--- config.mk ---
export PLATFORM = sky130hd
export DESIGN_NAME = dw03_slot_grant_seq_flat
export DESIGN_NICKNAME = d
export VERILOG_FILES = /design/src/rtl/dw03_slot_grant_seq_if.sv /design/src/rtl/dw03_slot_grant_seq.sv /design/src/flat_wrapper.sv
export SDC_FILE = /design/constraint.sdc
export NUM_CORES = 1
export LEC_CHECK = 0
export CELL_PAD_IN_SITES_DETAIL_PLACEMENT = 0
export CELL_PAD_IN_SITES_GLOBAL_PLACEMENT = 2
export CORE_MARGIN = 3
export CORE_UTILIZATION = 30
export CTS_CLUSTER_DIAMETER = 40
export CTS_CLUSTER_SIZE = 28
export DETAILED_ROUTE_END_ITERATION = 12
export PLACE_DENSITY = 0.86
export SYNTH_ARGS = -nofsm -noshare
export SYNTH_HDL_FRONTEND = slang
export SYNTH_SLANG_ARGS = --single-unit
--- constraint.sdc ---
create_clock -name clk -period 5 [get_ports clk]
set_input_delay 1 -clock clk [delete_from_list [all_inputs] [get_ports clk]]
set_output_delay 1 -clock clk [all_outputs]
set_load 0.01 [all_outputs]
--- src/rtl/dw03_slot_grant_seq_if.sv ---
// Slot-counter and client-bank signals of the slot grant sequencer, grouped as one bus.
// slave is the sequencer's view of the bus; master is the view of whatever drives it.
interface dw03_slot_grant_seq_if #(
  parameter int width = 3
);
  localparam int N = 1 << width;

  logic           cen_in;
  logic [N-1:0]   slot_dec;
  logic           tercnt;
  logic [N-1:0]   req;
  logic           ack;
  logic           cen_out;
  logic [N-1:0]   gnt;
  logic           gnt_valid;
  logic           frame_end;
  logic           timeout;
  logic           dec_err;
  logic [width:0] frame_served;

  modport slave (
    input  cen_in, slot_dec, tercnt, req, ack,
    output cen_out, gnt, gnt_valid, frame_end, timeout, dec_err, frame_served
  );

  modport master (
    output cen_in, slot_dec, tercnt, req, ack,
    input  cen_out, gnt, gnt_valid, frame_end, timeout, dec_err, frame_served
  );
endinterface

--- src/rtl/dw03_slot_grant_seq.sv ---
// Turns each decoded counter slot into a req/ack grant and stalls the counter while a grant is open.
// Optional per-frame served-ack statistics: define DW03_SLOT_GRANT_STATS_EN.
//
// state | meaning
// IDLE  | counter may advance; a slot is consumed on any cycle with cen_in=1
// GRANT | one client holds gnt; waiting for ack or for the timeout to expire
module dw03_slot_grant_seq #(
  parameter int width = 3,
  parameter int tmo   = 16
) (
  input  logic                     clk,
  input  logic                     reset,
  dw03_slot_grant_seq_if.slave     bus
);
  localparam int N = 1 << width;
  localparam logic [N-1:0] ONE_N    = N'(1);
  localparam logic [7:0]   TMO_LAST = 8'(tmo - 1);

  typedef enum logic {IDLE = 1'b0, GRANT = 1'b1} state_t;

  state_t       state_q, state_d;
  logic [N-1:0] gnt_q, gnt_d;
  logic         gnt_valid_q, gnt_valid_d;
  logic         frame_end_q, frame_end_d;
  logic         timeout_q, timeout_d;
  logic         dec_err_q, dec_err_d;
  logic [7:0]   tmo_cnt_q, tmo_cnt_d;
`ifdef DW03_SLOT_GRANT_STATS_EN
  localparam logic [width:0] SERVED_MAX = (width+1)'(N);
  localparam logic [width:0] SERVED_ONE = (width+1)'(1);
  logic [width:0] served_cnt_q, served_cnt_d;
  logic [width:0] frame_served_q, frame_served_d;
`endif

  logic one_hot;
  logic slot_hit;

  assign one_hot  = (bus.slot_dec != '0) && ((bus.slot_dec & (bus.slot_dec - ONE_N)) == '0);
  assign slot_hit = one_hot && ((bus.req & bus.slot_dec) != '0);

  always_ff @(posedge clk or posedge reset) begin
    if (reset) begin
      state_q        <= IDLE;
      gnt_q          <= '0;
      gnt_valid_q    <= 1'b0;
      frame_end_q    <= 1'b0;
      timeout_q      <= 1'b0;
      dec_err_q      <= 1'b0;
      tmo_cnt_q      <= '0;
`ifdef DW03_SLOT_GRANT_STATS_EN
      served_cnt_q   <= '0;
      frame_served_q <= '0;
`endif
    end else begin
      state_q        <= state_d;
      gnt_q          <= gnt_d;
      gnt_valid_q    <= gnt_valid_d;
      frame_end_q    <= frame_end_d;
      timeout_q      <= timeout_d;
      dec_err_q      <= dec_err_d;
      tmo_cnt_q      <= tmo_cnt_d;
`ifdef DW03_SLOT_GRANT_STATS_EN
      served_cnt_q   <= served_cnt_d;
      frame_served_q <= frame_served_d;
`endif
    end
  end

  always_comb begin
    state_d        = state_q;
    gnt_d          = gnt_q;
    gnt_valid_d    = gnt_valid_q;
    frame_end_d    = 1'b0;
    timeout_d      = 1'b0;
    dec_err_d      = dec_err_q;
    tmo_cnt_d      = tmo_cnt_q;
`ifdef DW03_SLOT_GRANT_STATS_EN
    served_cnt_d   = served_cnt_q;
    frame_served_d = frame_served_q;
`endif
    case (state_q)
      IDLE: begin
        if (bus.cen_in) begin
          if (!one_hot) begin
            dec_err_d = 1'b1;
          end else if (slot_hit) begin
            gnt_d       = bus.slot_dec;
            gnt_valid_d = 1'b1;
            tmo_cnt_d   = '0;
            state_d     = GRANT;
          end
          // Frame accounting runs even for skipped or malformed terminal slots.
          if (bus.tercnt) begin
            frame_end_d    = 1'b1;
`ifdef DW03_SLOT_GRANT_STATS_EN
            frame_served_d = served_cnt_q;
            served_cnt_d   = '0;
`endif
          end
        end
      end
      GRANT: begin
        tmo_cnt_d = tmo_cnt_q + 8'd1;
        if (bus.ack) begin
          gnt_d       = '0;
          gnt_valid_d = 1'b0;
          state_d     = IDLE;
`ifdef DW03_SLOT_GRANT_STATS_EN
          if (served_cnt_q != SERVED_MAX) begin
            served_cnt_d = served_cnt_q + SERVED_ONE;
          end
`endif
        end else if (tmo_cnt_q == TMO_LAST) begin
          gnt_d       = '0;
          gnt_valid_d = 1'b0;
          timeout_d   = 1'b1;
          state_d     = IDLE;
        end
      end
      default: state_d = IDLE;
    endcase
  end

  assign bus.cen_out   = bus.cen_in & (state_q == IDLE);
  assign bus.gnt       = gnt_q;
  assign bus.gnt_valid = gnt_valid_q;
  assign bus.frame_end = frame_end_q;
  assign bus.timeout   = timeout_q;
  assign bus.dec_err   = dec_err_q;
`ifdef DW03_SLOT_GRANT_STATS_EN
  assign bus.frame_served = frame_served_q;
`else
  assign bus.frame_served = '0;
`endif
endmodule

--- src/flat_wrapper.sv ---
// flat-port wrapper written by rule: the top's interface ports become plain ports
module dw03_slot_grant_seq_flat 
#(
  parameter int width = 3,
  parameter int tmo   = 16
)
  (clk, reset, bus_cen_in, bus_slot_dec, bus_tercnt, bus_req, bus_ack, bus_cen_out, bus_gnt, bus_gnt_valid, bus_frame_end, bus_timeout, bus_dec_err, bus_frame_served);
  dw03_slot_grant_seq_if #(.width(width)) bus_i ();
  input  logic clk;
  input  logic reset;
  input wire logic [$bits(bus_i.cen_in)-1:0] bus_cen_in;
  input wire logic [$bits(bus_i.slot_dec)-1:0] bus_slot_dec;
  input wire logic [$bits(bus_i.tercnt)-1:0] bus_tercnt;
  input wire logic [$bits(bus_i.req)-1:0] bus_req;
  input wire logic [$bits(bus_i.ack)-1:0] bus_ack;
  output wire logic [$bits(bus_i.cen_out)-1:0] bus_cen_out;
  output wire logic [$bits(bus_i.gnt)-1:0] bus_gnt;
  output wire logic [$bits(bus_i.gnt_valid)-1:0] bus_gnt_valid;
  output wire logic [$bits(bus_i.frame_end)-1:0] bus_frame_end;
  output wire logic [$bits(bus_i.timeout)-1:0] bus_timeout;
  output wire logic [$bits(bus_i.dec_err)-1:0] bus_dec_err;
  output wire logic [$bits(bus_i.frame_served)-1:0] bus_frame_served;
  assign bus_i.cen_in = bus_cen_in;
  assign bus_i.slot_dec = bus_slot_dec;
  assign bus_i.tercnt = bus_tercnt;
  assign bus_i.req = bus_req;
  assign bus_i.ack = bus_ack;
  assign bus_cen_out = bus_i.cen_out;
  assign bus_gnt = bus_i.gnt;
  assign bus_gnt_valid = bus_i.gnt_valid;
  assign bus_frame_end = bus_i.frame_end;
  assign bus_timeout = bus_i.timeout;
  assign bus_dec_err = bus_i.dec_err;
  assign bus_frame_served = bus_i.frame_served;
  dw03_slot_grant_seq #(.width(width), .tmo(tmo)) u_core (.clk(clk), .reset(reset), .bus(bus_i));
endmodule
==> PnR_summary.wiki, run 1 <==
{| class="wikitable"
! Metric !! Value
|-
| Ranking of synthesized cells by instance count || sky130_fd_sc_hd__dfrtp_1, sky130_fd_sc_hd__nand2_1, sky130_fd_sc_hd__inv_1, sky130_fd_sc_hd__nand4_1, sky130_fd_sc_hd__o21ai_0
|-
| Status || finished clean
|-
| Crit share post-route || 65.8%
|-
| Flip-flop and latch count after synthesis || 21
|-
| Overflow after GRT || 0
|-
| Clock period minus final worst setup slack || 3290 ps
|-
| Die width || 71.2 µm
|-
| Power per unit of standard cell area || 341 nW/µm²
|-
| Skew-Pair Late Insertion Delay || 260 ps
|-
| Number of enable flip-flop cells after synthesis || 0
|-
| Final-report setup violation count || 0
|-
| Critical path data arrival time || 2290 ps
|-
| Ys Warns || 0
|-
| CTS H-tree lvls || 1
|-
| Area fraction in and, or, nand and nor cells after synthesis || 19.2%
|-
| CP Capture Type || output pin
|-
| Fraction of final layout cells sized beyond drive strength 1 || 11.4%
|-
| Final-report hold violation count || 0
|-
| Largest net degree at the start of global routing || 24
|-
| Netlist area before placement || 1270 µm²
|-
| Proportion of synthesized area in mux cells || 0.786%
|-
| Compound-Gate Fraction of Synth Area || 25.2%
|-
| Worst IR Drop VDD || 0.000141 V
|-
| Initial cell density of the core || 31.4%
|-
| Multi-input combinational cell area || 657 µm²
|-
| Dominant cell type by area after synthesis || sky130_fd_sc_hd__dfrtp_1
|-
| Fraction of synthesized cell area taken by the top area cell type || 41.3%
|-
| Number of vias per cell after detailed routing || 5.11
|-
| Standard cell core area || 4060 µm²
|-
| Area taken by flip-flops and latches || 526 µm²
|-
| ANT cells || 0
|-
| RSZ-0062 raised after global routing || false
|-
| Transition time of the tightest slew-check pin || 811 ps
|-
| Port Buffer Count || 33
|-
| Slew Limit Fails || 0
|-
| Maximum count of clock buffers along a single path || 2
|-
| Average instance area after synthesis || 9.95 µm²
|-
| DRC marker count from the first detailed-route iteration || 58
|-
| DRC Markers || 0
|-
| Final setup skew || 2.43 ps
|-
| Area delta synth->final || 30.7%
|-
| Setup crit start kind || primary input
|-
| Global Route Usage Sum || 12.1%
|-
| Proportion of synthesized flip-flops having asynchronous set or reset || 100%
|-
| Post-synthesis instance total || 128
|-
| Dpl hpwl || 2240 µm
|-
| Leading cell types by total area after synthesis || sky130_fd_sc_hd__dfrtp_1, sky130_fd_sc_hd__o311ai_2, sky130_fd_sc_hd__nand4_1, sky130_fd_sc_hd__nand2_1, sky130_fd_sc_hd__inv_1
|-
| Final weighted congestion in routability-driven placement || 0.758
|-
| Share of synthesized area occupied by flip-flops and latches || 41.3%
|-
| Synthesized-area fraction occupied by adder cells || 1.77%
|-
| Fill cell instance count of the final layout || 420
|-
| Setup TNS || 0 ps
|-
| Primary FF master, synth || sky130_fd_sc_hd__dfrtp_1
|-
| Number of nets with antenna violations after routing || 0
|-
| First-pass iteration count of the detailed router || 4
|-
| Initial antenna violation count || 0
|-
| Dominant combinational cell family by area after synthesis || compound AO/OA/AOI/OAI gates
|-
| Xor-xnor portion of the synthesized cell area || 3.44%
|-
| Hold-fix buffer count after cts || 0
|-
| Clock transition at the registers of the reported paths || 70 ps
|-
| TritonCTS clock tree || done
|-
| Routed wire length per instance || 14.3 µm
|-
| Routed vias || 1062
|-
| Post-route worst setup slack || 1710 ps
|-
| Share of the core filled with cells in the final layout || 41.0%
|-
| Count of clock tree sinks || 21
|-
| Overall routed net length || 2980 µm
|-
| Post-layout instance count excluding filler cells || 208
|-
| Die Footprint || 5060 µm²
|-
| Worst Setup Path Type || in -> out
|-
| CP required || 4000 ps
|-
| Max FO, Critical Path || 3
|-
| Highest achievable clock rate || 0.304 GHz
|-
| Buffers inserted by post-CTS timing repair || 0
|-
| Dpl cells || 204
|-
| Worst slack at placement || 1600 ps
|-
| Clock root buffer || sky130_fd_sc_hd__clkbuf_8
|-
| Post-layout net count || 181
|-
| Global-route wire length before repair || 4890 µm
|-
| Class of the tightest hold or removal check || reg -> reg
|-
| Worst-case headroom to the max-slew limit || 45.8%
|-
| Top-count cell post-synth || sky130_fd_sc_hd__dfrtp_1
|-
| Height of the die || 71.2 µm
|-
| Total leakage power || 0.634 nW
|-
| Number of placement rows || 23
|-
| Max capacitance violation total || 0
|-
| Number of top-level pins || 38
|-
| Vias in the first global route || 1042
|-
| Number of cells upsized or downsized after cts || 0
|-
| Total clock buffers created by CTS || 3
|-
| Unique masters post-synth || 44
|}
==> through the flow <==
| stage | hold slack [ps] | power, mW | instance area [µm²] |
|---|---|---|---|
| 3_3_place_gp | 452 | 0.461 | 1620 |
| 3_5_place_dp | 451 | 0.465 | 1620 |
| 2_1_floorplan | 474 | 0.372 | 1280 |
| 5_1_grt | 508 | 0.611 | 1670 |
| 6_report | 467 | 0.568 | 1670 |
| 4_1_cts | 473 | 0.577 | 1670 |
==> power by group <==
part	internal [mW]	switching, mW	leakage, nW	total [mW]
Sequential	0.219	0.0461	0.264	0.265
Combinational	0.117	0.0774	0.347	0.194
Clock	0.0567	0.0525	0.0228	0.109
==> kinds of logic (layout without fill, tap and decap cells) <==
kind of cell	after synthesis	count (layout)
simple gates	44	44
compound gates	33	33
flops	21	21
buf+inv	21	48
xor+xnor	5	5
fa+ha+maj	2	2
other cells	1	4
mux	1	1
==> worst max-delay path, stage by stage <==
cell and delay [ps]:
sky130_fd_sc_hd__clkdlybuf4s50_1 500, sky130_fd_sc_hd__nor2b_1 210, sky130_fd_sc_hd__clkdlybuf4s50_1 570
==> registers in the layout (all words and copies together), names as in the netlist <==
register and flops:
u_core.bus.gnt 8, u_core.tmo_cnt_q 8, u_core.bus.dec_err 1, u_core.bus.frame_end 1, u_core.bus.gnt_valid 1, u_core.bus.timeout 1
u_core.state_q 1
==> layout by cell type (no fill, tap or decap), types with 2 or more instances in the layout <==
| cell | instances |
|---|---|
| sky130_fd_sc_hd__clkdlybuf4s50_1 | 33 |
| sky130_fd_sc_hd__o21ai_0 | 7 |
| sky130_fd_sc_hd__conb_1 | 4 |
| sky130_fd_sc_hd__dfrtp_1 | 21 |
| sky130_fd_sc_hd__xor2_1 | 3 |
| sky130_fd_sc_hd__inv_1 | 10 |
| sky130_fd_sc_hd__nand3_1 | 3 |
| sky130_fd_sc_hd__a31o_2 | 2 |
| sky130_fd_sc_hd__nand4_1 | 10 |
| sky130_fd_sc_hd__o311ai_1 | 2 |
| sky130_fd_sc_hd__xnor2_1 | 2 |
| sky130_fd_sc_hd__a22oi_1 | 4 |
| sky130_fd_sc_hd__o22ai_1 | 2 |
| sky130_fd_sc_hd__nand2_1 | 13 |
| sky130_fd_sc_hd__o311ai_2 | 6 |
| sky130_fd_sc_hd__nand2b_1 | 3 |
| sky130_fd_sc_hd__nor2_1 | 3 |
| sky130_fd_sc_hd__clkbuf_8 | 3 |
| sky130_fd_sc_hd__and3_1 | 2 |
==> worst paths after layout <==
path                                          from  slack (ps)                    to  depth (start not counted)
worst max-delay path                    bus_cen_in        1710           bus_cen_out                          3
worst min-delay path            u_core.bus.dec_err         470    u_core.bus.dec_err                          1
worst max register to register      u_core.state_q        2940  u_core.bus.gnt_valid                          5
worst min register to register  u_core.bus.dec_err         470    u_core.bus.dec_err                          1
max in group asynchronous                    reset        3300    u_core.bus.dec_err                          2
min in group asynchronous                    reset        1200    u_core.bus.timeout                          2
==> area by class of cell <==
| cell class | count | share of cell area (%) |
|---|---|---|
| Multi-Input combinational cell | 89 | 39.4 |
| Sequential cell | 21 | 31.6 |
| Timing Repair Buffer | 34 | 20.3 |
| Tap cell | 50 | 3.76 |
| Clock buffer | 4 | 2.70 |
| Inverter | 10 | 2.25 |
==> routing by layer <==
metal	global-route usage [%]	up-vias	share of wire, %
met2	19.4	27	46
met4	3.76	0	0.94
met1	16.0	507	47
li1	-	524	-
met5	0	-	0
met3	2.84	4	5.9
Note: power is estimated with default switching activity, not from simulation.
==> run 2, diff against run 1 <==
--- a/config.mk
+++ b/config.mk
@@ -8,11 +8,11 @@
 export CELL_PAD_IN_SITES_DETAIL_PLACEMENT = 0
 export CELL_PAD_IN_SITES_GLOBAL_PLACEMENT = 2
 export CORE_MARGIN = 3
-export CORE_UTILIZATION = 30
+export CORE_UTILIZATION = 25
 export CTS_CLUSTER_DIAMETER = 40
 export CTS_CLUSTER_SIZE = 28
 export DETAILED_ROUTE_END_ITERATION = 12
-export PLACE_DENSITY = 0.86
+export PLACE_DENSITY = 0.77
 export SYNTH_ARGS = -nofsm -noshare
 export SYNTH_HDL_FRONTEND = slang
 export SYNTH_SLANG_ARGS = --single-unit
==> constraint.sdc (replaced) <==
create_clock -name clk -period 2.78 [get_ports clk]
set_input_delay 0.556 -clock clk [delete_from_list [all_inputs] [get_ports clk]]
set_output_delay 0.556 -clock clk [all_outputs]
set_load 0.01 [all_outputs]
==> run 2 against run 1 <==
  * Final cell count up 14%
  * Critical endpoint is now u_core.bus.gnt[6]
  * Clock power grew 86%
  * Total power grew 84%
  * Largest power group unchanged
  * Largest cell class unchanged
  * Critical path type is now in -> reg
  * Via count is 5.4% higher
==> PnR_summary.wiki, run 2 (same netlist as run 1, synthesis figures left out) <==
{| class="wikitable"
! Metric !! Value
|-
| Initial antenna violation count || 0
|-
| Final-report setup violation count || 0
|-
| RSZ-0062 raised after global routing || false
|-
| Vias in the first global route || 1165
|-
| Clock root buffer || sky130_fd_sc_hd__clkbuf_8
|-
| Power per unit of standard cell area || 589 nW/µm²
|-
| Clock period minus final worst setup slack || 2430 ps
|-
| Most common library cell in the layout ignoring fill and taps || sky130_fd_sc_hd__clkdlybuf4s50_1
|-
| Post-layout instance count excluding filler cells || 237
|-
| Global Route Usage Sum || 12.3%
|-
| Area delta synth->final || 39.5%
|-
| Number of cells upsized or downsized after cts || 0
|-
| Worst hold slack || 478 ps
|-
| Crit-path slowest cell || sky130_fd_sc_hd__or4_4
|-
| DRC marker count from the first detailed-route iteration || 65
|-
| Largest net degree at the start of global routing || 23
|-
| Most frequent cells in the layout || sky130_fd_sc_hd__clkdlybuf4s50_1, sky130_fd_sc_hd__dfrtp_1, sky130_fd_sc_hd__nand2_1, sky130_fd_sc_hd__buf_4
|-
| ANT cells || 0
|-
| Number of placement rows || 25
|-
| Port Buffer Count || 33
|-
| Internal Dissipation || 0.713 mW
|-
| Dpl cells || 233
|-
| Worst Setup Path Type || in -> reg
|-
| Switching fraction of total power || 31.8%
|-
| Class of the tightest hold or removal check || reg -> reg
|-
| Clock transition at the registers of the reported paths || 80 ps
|-
| Status || finished clean
|-
| Initial cell density of the core || 26.4%
|-
| Max capacitance violation total || 0
|-
| Highest achievable clock rate || 0.412 GHz
|-
| Overall power consumption || 1.05 mW
|-
| Net switching power || 0.332 mW
|-
| Fill cell instance count of the final layout || 516
|-
| Worst IR Drop VDD || 0.000260 V
|-
| Summed area of non-filler cells in the final layout || 1780 µm²
|-
| Number of top-level pins || 38
|-
| Overflow after GRT || 0
|-
| Max FO, Critical Path || 7
|-
| Dpl hpwl || 2590 µm
|-
| Die Footprint || 5990 µm²
|-
| Critical path data arrival time || 2590 ps
|-
| Buffers inserted by post-CTS timing repair || 0
|-
| Setup TNS || 0 ps
|-
| Setup crit start kind || primary input
|-
| DRC Markers || 0
|-
| Total leakage power || 0.694 nW
|-
| Final-report hold violation count || 0
|-
| TritonCTS clock tree || done
|-
| Final weighted congestion in routability-driven placement || 0.748
|-
| Comb pwr share || 34.6%
|-
| Area taken by flip-flops and latches || 526 µm²
|-
| Crit path cell chain || clkdlybuf4s50_1 -> or4_4 -> or3_4 -> a31oi_4 -> nor2_2 -> buf_4 -> o311ai_2
|-
| Hold-fix buffer count after cts || 0
|-
| Crit share post-route || 87.4%
|-
| Fraction of final layout cells sized beyond drive strength 1 || 17.6%
|-
| Height of the die || 77.4 µm
|-
| Multi-input combinational cell area || 657 µm²
|-
| Share of total power in the clock network || 19.4%
|-
| First-pass iteration count of the detailed router || 4
|-
| Transition time of the tightest slew-check pin || 826 ps
|-
| CTS H-tree lvls || 1
|-
| Delay of the slowest cell on the worst path || 580 ps
|-
| CP required || 2940 ps
|-
| Worst-case headroom to the max-slew limit || 44.9%
|-
| Final setup skew || 5.86 ps
|-
| Post-layout net count || 193
|-
| Overall routed net length || 3410 µm
|-
| Skew-Pair Late Insertion Delay || 260 ps
|-
| Part of the power in registers || 46.0%
|-
| Slew Limit Fails || 0
|-
| Routed wire length per instance || 14.4 µm
|-
| Total clock buffers created by CTS || 3
|-
| Routed vias || 1119
|-
| Standard cell core area || 4820 µm²
|-
| Die width || 77.4 µm
|-
| Number of nets with antenna violations after routing || 0
|-
| CP Capture Type || register
|-
| Area after DPL || 1730 µm²
|-
| Number of vias per cell after detailed routing || 4.72
|-
| Count of clock tree sinks || 21
|-
| Maximum count of clock buffers along a single path || 2
|-
| Global-route wire length before repair || 6010 µm
|}
run 2: changes by cell type in the layout (fill, tap and decap cells not counted):
cell and change:
sky130_fd_sc_hd__buf_4 +12
run 2: path summary, 6_finish.rpt:
| kind | cells after the start | from | to | slack [ps] |
|---|---|---|---|---|
| max | 7 | bus_slot_dec[3] | u_core.bus.gnt[6] | 350 |
| min in group asynchronous | 2 | reset | u_core.bus.gnt[4] | 750 |
| max reg2reg | 6 | u_core.tmo_cnt_q[0] | u_core.bus.gnt[6] | 1230 |
| max in group asynchronous | 2 | reset | u_core.tmo_cnt_q[6] | 1510 |
| min | 1 | u_core.bus.dec_err | u_core.bus.dec_err | 480 |
| min reg2reg | 1 | u_core.bus.dec_err | u_core.bus.dec_err | 480 |
run 2: power by group through the flow:
stage / Combinational (mW) / Clock (mW) / Sequential [mW]
after global placement: 0.364 / 0 / 0.482
after global routing: 0.398 / 0.227 / 0.495
after CTS: 0.368 / 0.213 / 0.479
final: 0.362 / 0.203 / 0.481
after detailed placement: 0.365 / 0 / 0.484
after floorplan: 0.180 / 0 / 0.489
run 2: area by class of cell:
cell class	instances	area share, %
timing repair buffer	46	24.1
tap	67	4.72
sequential	21	29.6
multi-input combinational	89	37.0
clock buffer	4	2.54
inverter	10	2.11
run 2: critical path, delay by kind of cell:
family | cells | cell delay (ps)
AO/OA/AOI/OAI | 2 | 430
AND/OR/NAND/NOR | 3 | 1030
buffers and inverters | 2 | 590
run 2: layer usage:
metal	track usage, %	vias up	wire length [µm]	share of wire, %
met5	0	-	0	0
li1	-	552	-	-
met4	3.56	0	30	0.88
met3	3.13	4	143	4.2
met1	15.9	533	1630	48
met2	20.5	30	1600	47
run 2: per-stage QoR:
step / setup WS [ps] / util, %
after floorplan: 648 / -
after global placement: 115 / 35.9
after detailed placement: 83.6 / 35.9
after CTS: 345 / 36.9
after global routing: 252 / 36.9
final: 351 / 36.9
==> run 3, diff against run 2 <==
--- a/config.mk
+++ b/config.mk
@@ -13,6 +13,7 @@
 export CTS_CLUSTER_SIZE = 28
 export DETAILED_ROUTE_END_ITERATION = 12
 export PLACE_DENSITY = 0.77
+export SETUP_SLACK_MARGIN = 0.02
 export SYNTH_ARGS = -nofsm -noshare
 export SYNTH_HDL_FRONTEND = slang
 export SYNTH_SLANG_ARGS = --single-unit
==> constraint.sdc (replaced) <==
create_clock -name clk -period 2.78 [get_ports clk]
set_input_delay 0.556 -clock clk [delete_from_list [all_inputs] [get_ports clk]]
set_output_delay 0.556 -clock clk [all_outputs]
set_load 0.02 [all_outputs]
==> results of run 3 <==
Same layout as run 2 (identical final DEF). Status: finished clean.
Among the figures that moved: setup slack after layout 351 ps -> 322 ps; start point of the critical path bus_slot_dec[3] -> bus_cen_in; end point of the critical path u_core.bus.gnt[6] -> bus_cen_out; total power 1.05 mW -> 1.08 mW
